==> src/rtl/imem_program_loader.sv <==
// Instruction-memory program loader: framed byte stream -> big-endian 32-bit word writes.
// Optional checksum byte enabled with `define LOADER_CHECKSUM_EN.
module imem_program_loader #(
  parameter int         ADDR_W    = 8,
  parameter logic [7:0] HEADER    = 8'hA5,
  parameter int         BASE_ADDR = 0
) (
  input  logic              clk,
  input  logic              clr_n,
  input  logic              byte_valid,
  input  logic [7:0]        byte_data,
  output logic              byte_ready,
  output logic              imu_wen,
  output logic [ADDR_W-1:0] imu_addr,
  output logic [31:0]       imu_data,
  output logic              cpu_clr,
  output logic              load_done,
  output logic              load_err,
  output logic [ADDR_W-2:0] words_loaded
);

  localparam int WL_W      = ADDR_W - 1;
  localparam int MAX_WORDS = (2 ** ADDR_W) / 4;
  // Largest count whose last word still fits below the top of memory
  localparam int MAX_N     = MAX_WORDS - BASE_ADDR / 4;
  localparam logic [ADDR_W-1:0] BASE = ADDR_W'(BASE_ADDR);

  localparam logic [2:0] S_IDLE  = 3'd0;
  localparam logic [2:0] S_COUNT = 3'd1;
  localparam logic [2:0] S_DATA  = 3'd2;
  localparam logic [2:0] S_WRITE = 3'd3;
  localparam logic [2:0] S_DONE  = 3'd4;
  localparam logic [2:0] S_ERR   = 3'd5;
`ifdef LOADER_CHECKSUM_EN
  localparam logic [2:0] S_CHECK = 3'd6;
`endif

  logic [2:0]        state_q, state_d;
  logic [1:0]        idx_q, idx_d;
  logic [WL_W-1:0]   count_q, count_d;
  logic [WL_W-1:0]   wl_q, wl_d;
  logic [ADDR_W-1:0] addr_q, addr_d;
  logic [31:0]       data_q, data_d;
  logic [23:0]       word_q, word_d;
`ifdef LOADER_CHECKSUM_EN
  logic [7:0]        sum_q, sum_d;
`endif

  logic accept;
  logic n_ok;

  assign byte_ready   = (state_q != S_WRITE);
  assign accept       = byte_valid & byte_ready;
  assign n_ok         = (byte_data != 8'd0) && (32'(byte_data) <= 32'(MAX_N));

  assign imu_wen      = (state_q == S_WRITE);
  assign imu_addr     = addr_q;
  assign imu_data     = data_q;
  assign cpu_clr      = (state_q != S_DONE);
  assign load_done    = (state_q == S_DONE);
  assign load_err     = (state_q == S_ERR);
  assign words_loaded = wl_q;

  always_comb begin
    state_d = state_q;
    idx_d   = idx_q;
    count_d = count_q;
    wl_d    = wl_q;
    addr_d  = addr_q;
    data_d  = data_q;
    word_d  = word_q;
`ifdef LOADER_CHECKSUM_EN
    sum_d   = sum_q;
`endif
    case (state_q)
      S_IDLE, S_DONE, S_ERR: begin
        if (accept && byte_data == HEADER) begin
          state_d = S_COUNT;
          wl_d    = '0;
        end
      end
      S_COUNT: begin
        if (accept) begin
          if (n_ok) begin
            count_d = WL_W'(byte_data);
            idx_d   = 2'd0;
`ifdef LOADER_CHECKSUM_EN
            sum_d   = 8'd0;
`endif
            state_d = S_DATA;
          end else begin
            state_d = S_ERR;
          end
        end
      end
      S_DATA: begin
        if (accept) begin
`ifdef LOADER_CHECKSUM_EN
          sum_d = sum_q + byte_data;
`endif
          if (idx_q == 2'd3) begin
            // Address and data are registered here so they hold steady through WRITE
            data_d  = {word_q, byte_data};
            addr_d  = BASE + ADDR_W'({wl_q, 2'b00});
            idx_d   = 2'd0;
            state_d = S_WRITE;
          end else begin
            word_d = {word_q[15:0], byte_data};
            idx_d  = idx_q + 2'd1;
          end
        end
      end
      S_WRITE: begin
        wl_d = wl_q + 1'b1;
        if (wl_d == count_q) begin
`ifdef LOADER_CHECKSUM_EN
          state_d = S_CHECK;
`else
          state_d = S_DONE;
`endif
        end else begin
          state_d = S_DATA;
        end
      end
`ifdef LOADER_CHECKSUM_EN
      S_CHECK: begin
        if (accept) begin
          state_d = (byte_data == sum_q) ? S_DONE : S_ERR;
        end
      end
`endif
      default: state_d = S_IDLE;
    endcase
  end

  always_ff @(posedge clk or negedge clr_n) begin
    if (!clr_n) begin
      state_q <= S_IDLE;
      idx_q   <= 2'd0;
      count_q <= '0;
      wl_q    <= '0;
      addr_q  <= BASE;
      data_q  <= 32'd0;
    end else begin
      state_q <= state_d;
      idx_q   <= idx_d;
      count_q <= count_d;
      wl_q    <= wl_d;
      addr_q  <= addr_d;
      data_q  <= data_d;
    end
  end

  // Partial word and checksum are fully rebuilt each frame, so they need no reset
  always_ff @(posedge clk) begin
    word_q <= word_d;
`ifdef LOADER_CHECKSUM_EN
    sum_q  <= sum_d;
`endif
  end

endmodule

==> config.mk <==
export PLATFORM = sky130hd
export DESIGN_NAME = imem_program_loader
export DESIGN_NICKNAME = d
export VERILOG_FILES = /design/src/rtl/imem_program_loader.sv
export SDC_FILE = /design/constraint.sdc
export NUM_CORES = 1
export LEC_CHECK = 0
export ABC_AREA = 1
export CAP_MARGIN = 25
export CORE_ASPECT_RATIO = 0.8
export CORE_MARGIN = 2
export CORE_UTILIZATION = 35
export CTS_BUF_LIST = sky130_fd_sc_hd__clkbuf_2 sky130_fd_sc_hd__clkbuf_4 sky130_fd_sc_hd__clkbuf_8
export DETAILED_ROUTE_END_ITERATION = 10
export GPL_TIMING_DRIVEN = 1
export SLEW_MARGIN = 20
export SYNTH_ARGS = -nofsm -noshare
export SYNTH_HDL_FRONTEND = slang
export SYNTH_SLANG_ARGS = --single-unit
==> constraint.sdc <==
create_clock -name clk -period 3.37 [get_ports clk]
set_input_delay 0.674 -clock clk [delete_from_list [all_inputs] [get_ports clk]]
set_output_delay 0.674 -clock clk [all_outputs]
set_load 0.01 [all_outputs]
# ---- Word level (Yosys, flattened, before mapping)
# Index checks and enable logic that the tools add are counted.
dict set report totals {
  word_cells 54
  reg_bits 81
  out_inout_bits 52
  inputBits 11
}
dict set report op_classes {
  mux 14
  eq_ne 15
  addsub 2
  n_reduce_logical 13
  bitwise 2
  n_lt_le_gt_ge 1
}
# cell count
set ops {}
lappend ops {{2-to-1 mux 3 bit} 6}
lappend ops {{case mux 7 bit (2 select lines)} 1}
lappend ops {{case mux 3 bit (4 select lines)} 1}
lappend ops {{!= test 2 bit, second input constant} 5}
lappend ops {{AND reduction 3 bit} 3}
lappend ops {{== test 8 bit, second input constant} 1}
lappend ops {{less-or-equal comparator 8 x 7 -> 1 bit, second input constant} 1}
lappend ops {{2-to-1 mux 2 bit} 4}
lappend ops {{AND reduction 4 bit} 2}
lappend ops {{nonzero test 8 bit} 1}
lappend ops {{adder 7 x 1 -> 7 bit, second input constant} 1}
lappend ops {{== test 7 bit} 1}
lappend ops {{2-to-1 mux 7 bit} 1}
lappend ops {{== test 3 x 2 -> 1 bit, second input constant} 2}
lappend ops {{== test 3 bit, second input constant} 2}
lappend ops {{case mux 2 bit (2 select lines)} 1}
lappend ops {{nonzero test 2 bit} 2}
lappend ops {{== test 3 x 1 -> 1 bit, second input constant} 1}
lappend ops {{zero test 3 bit} 1}
lappend ops {{!= test 3 x 2 -> 1 bit, second input constant} 1}
lappend ops {{!= test 3 bit, second input constant} 1}
lappend ops {{OR reduction 3 bit} 1}
lappend ops {{adder 2 x 1 -> 2 bit, second input constant} 1}
lappend ops {{== test 2 bit, second input constant} 1}
lappend ops {{4 further kinds} 5}

# ---- Longest topological paths before layout
dict set report depth {
  ltp_word 5
  ltp_mapped 14
  ltp_nobuf 14
}

# ---- Worst setup path before layout
# No wires, ideal clock.
dict set report synth_path {
  kind {in2reg}
  startpoint {input port byte_valid}
  endpoint {register word_q[0], enable pin}
  slack_ns 0.434
  cell_stages 2
  path_buffers 0
  setup_time_ns 0.435
  t_arrival_ns 2.501
  cell_sequence {inv_1 nor3_1}
}
dict set report synth_via {
  elab_chain_cells 2
}
# element line_no
set synth_lines {}
lappend synth_lines {{start: declaration} 10} ;# input logic byte_valid,
lappend synth_lines {{AND 1 bit} 53} ;# assign accept = byte_valid & byte_ready;
lappend synth_lines {{AND reduction 3 bit (no source line)} --}
lappend synth_lines {{end signal: assignment} 156} ;# word_q <= word_d;
lappend synth_lines {{end: declaration} 44} ;# logic [23:0] word_q, word_d;
# Every way passes these cells.
# A chain may end at the register's enable or synchronous reset.

# ---- Worst setup path after layout
dict set report layout_path {
  startpoint {register state_q[2]}
  endpoint {output port byte_ready}
}
dict set report layout_via {
  elab_chain_cells 1
}
# element line_no
set layout_lines {}
lappend layout_lines {{start: declaration} 38} ;# logic [2:0] state_q, state_d;
lappend layout_lines {{start signal: assignment} 145} ;# state_q <= state_d;
lappend layout_lines {{!= test 3 x 2 -> 1 bit} 52} ;# assign byte_ready = (state_q != S_WRITE);
lappend layout_lines {{end: declaration} 12} ;# output logic byte_ready,
# Every way passes these cells.

==> impl_metrics.toml <==
[grt]
grt_util_all_layers = 0.137
grt_first_pass_wirelength_mm = 11.3
grt_max_degree = 41
grt_pass1_vias = 2339
initial_antenna_violation_count = 0
grt_ovf = 0

[yosys]
synth_warnings = 0
syn-instance-count = 294
synthesized_cell_area_um2 = 3470
yosys_register_bits = 81
synth_area_leader_cell = "dfrtp_1"
sequential_share_of_the_synthesized_area = 0.618
synth.avg_cell_area_um2 = 11.8
synthTopCellsByArea = "dfrtp_1, edfxtp_1, mux2_4"
yosysTopAreaCellShare = 0.411
synthDistinctLibCells = 31

[power]
total_power_w = 0.00293
leakagePower_nw = 2.01
ir_drop_uv = 289
power.density_cell_area_nw_per_um2 = 659

[clock_network]
clock-sinks = 81
ctsRootBufferMaster = "clkbuf_8"
cts_repair_resize_count = 0
cts.path.max_buffers = 2
number_of_post_cts_setup_repair_buffers = 0
hold_buffers = 0
htreeDepth = 3
tritoncts = "yes"
cts.clk_slew.worst_paths_ps = 100
cts_made_buffers = 9
clk_latency_ps = 360

[critical_path]
setup.worst_path.class = "flop to output pin"
reg2regPathDepth = 7
ff2ff_setup_slack_ps = 1440
critPathCaptureType = "output pin"
critPathRequiredTime_ps = 2700
critical_path_peak_fanout = 9
cp_data_arrival_time_ps = 1860
worst_setup_path_start_kind = "flop"
r2r-end = "imu_addr[5]"
reg2reg_from = "state_q[0]"

[sta]
finalClockSkew_ps = 13.2
rsz_0062_raised_after_global_routing = "false"
final_period_minus_worst_setup_slack_ps = 2540
finalMaxSlewViolations = 0
max_freq_ghz = 0.394
hold_viol = 0
setup_viol = 0
maxSlewHeadroom = 0.561
final_critical_path_share_of_the_clock_period = 0.753
worst_slew_pin_slew_ps = 659
finalSetupTns_ps = 0

[layout]
diodes = 0
post-route-cell-area_um2 = 4440
fin_nets = 374
area_growth_from_synthesis_to_final_layout_pct = 27.8
layout.cells.most_common = "nand2_1"
final_layout_size_suffix_gt1_frac = 0.189
multiInputGateArea_um2 = 1160
count_of_fill_cells_added_during_filler_insertion = 906
final-seq-area_um2 = 2150
layout_common_cells = "nand2_1, clkdlybuf4s50_1, dfrtp_1, mux2_4, edfxtp_1"
finalCoreUtilization = 0.460

[run]
drv.max_cap_violation_count = 0

[floorplanning]
dieHeight_um = 93.1
initial_utilization = 0.360
core-area_um2 = 9650
die_area_um2 = 10700
die_w_um = 115
boundaryPins = 63
floorplan.rows = 32

[route]
drt-wirelength-per-cell_um = 13.4
totalWireLength_mm = 6.73
drt-pass1-iter-count = 4
via_count = 2244
drc = 0
initialDrtViolationCount = 94
routed_via_density = 4.47
detail-route-antenna-nets = 0

[status]
status = "finished, final reports clean"

[placed_design]
dpl.hpwl_mm = 4.74
placedInstanceArea_um2 = 4210
io_buffer_count = 60
gp_routability_congestion = 0.863

[hold_path]
min_path_type = "input port to async pin"
## registers in the layout (all words and copies together), names as in the netlist
| register | count |
|---|---|
| count_q | 7 |
| idx_q | 2 |
| imu_addr | 6 |
| imu_data | 32 |
| state_q | 3 |
| word_q | 24 |
| words_loaded | 7 |
## worst max path at each step
| stage | start | end | slack (ps) | depth (start not counted) |
|---|---|---|---|---|
| after CTS | state_q[2] | byte_ready | 800 | 5 |
| after floorplan | byte_valid | word_q[0] | 430 | 2 |
| after global placement | byte_valid | imu_addr[3] | 930 | 5 |
| final | state_q[2] | byte_ready | 830 | 5 |
| after detailed placement | byte_data[2] | count_q[1] | 910 | 9 |
| after global routing | state_q[2] | byte_ready | 700 | 5 |
## layer usage
metal	wire, µm	up-vias	share of wire	track usage
met4	96	0	0.014	0.0492
met1	3300	1067	0.49	0.187
met3	347	9	0.052	0.0467
li1	-	1113	-	-
met5	0	-	0	0
met2	2990	55	0.44	0.204
## cells by family (layout without fill, tap and decap cells)
family          Yosys count  in the layout  share of synthesized area
fa+ha+maj                 2              2                    0.00720
mux                      27             27                      0.117
other cells               1              2                    0.00108
compound gates           33             33                     0.0526
xor+xnor                  2              2                    0.00504
simple gates            112            112                      0.150
flops                    81             81                      0.618
buf+inv                  36            107                     0.0490
## synthesized netlist by cell type
master and n:
o21ai_1 22, conb_1 1, nand4_1 2, dfrtp_1 57, o21a_1 2, o211ai_2 1
nor2_1 13, mux2_4 27, nor2_4 1, xnor2_1 1, nand3_4 1, ha_1 2
inv_1 21, nand2_1 68, buf_4 3, nor2_8 1, buf_6 3, nand3_1 14
edfxtp_1 24, o22ai_1 4, inv_2 7, nand2_2 4, a21oi_1 2, nor3_1 2
xor2_1 1, clkbuf_1 1, nor3_4 1, o21ai_0 2, buf_2 1, nor2_2 4
nand3_2 1
## through the flow
stage	hold WS, ps	worst slack (ps)	std cells
floorplan	378	434	295
global placement	430	934	486
detailed placement	435	914	486
CTS	227	798	502
global route	261	704	502
finish	233	832	502
## where the power goes
part           switching [W]  internal (W)  leakage (nW)  total (W)
Sequential          0.000120       0.00117         0.986    0.00129
Clock               0.000385      0.000434         0.118   0.000820
Combinational       0.000480      0.000335         0.908   0.000816
## layout make-up
cell class,instances,share of cell area
timing repair buffer,63,0.139
multi-input combinational,178,0.262
tap,136,0.0383
clock buffer,9,0.0279
clock inverter,7,0.0245
inverter,28,0.0237
sequential,81,0.484
## critical path: stages (launching register included)
cell and delay [ps]:
dfrtp_1 430, nor2_2 220, inv_2 90, nor2_8 190, inv_2 100, clkdlybuf4s50_1 490
(Power assumes the default switching activity.)
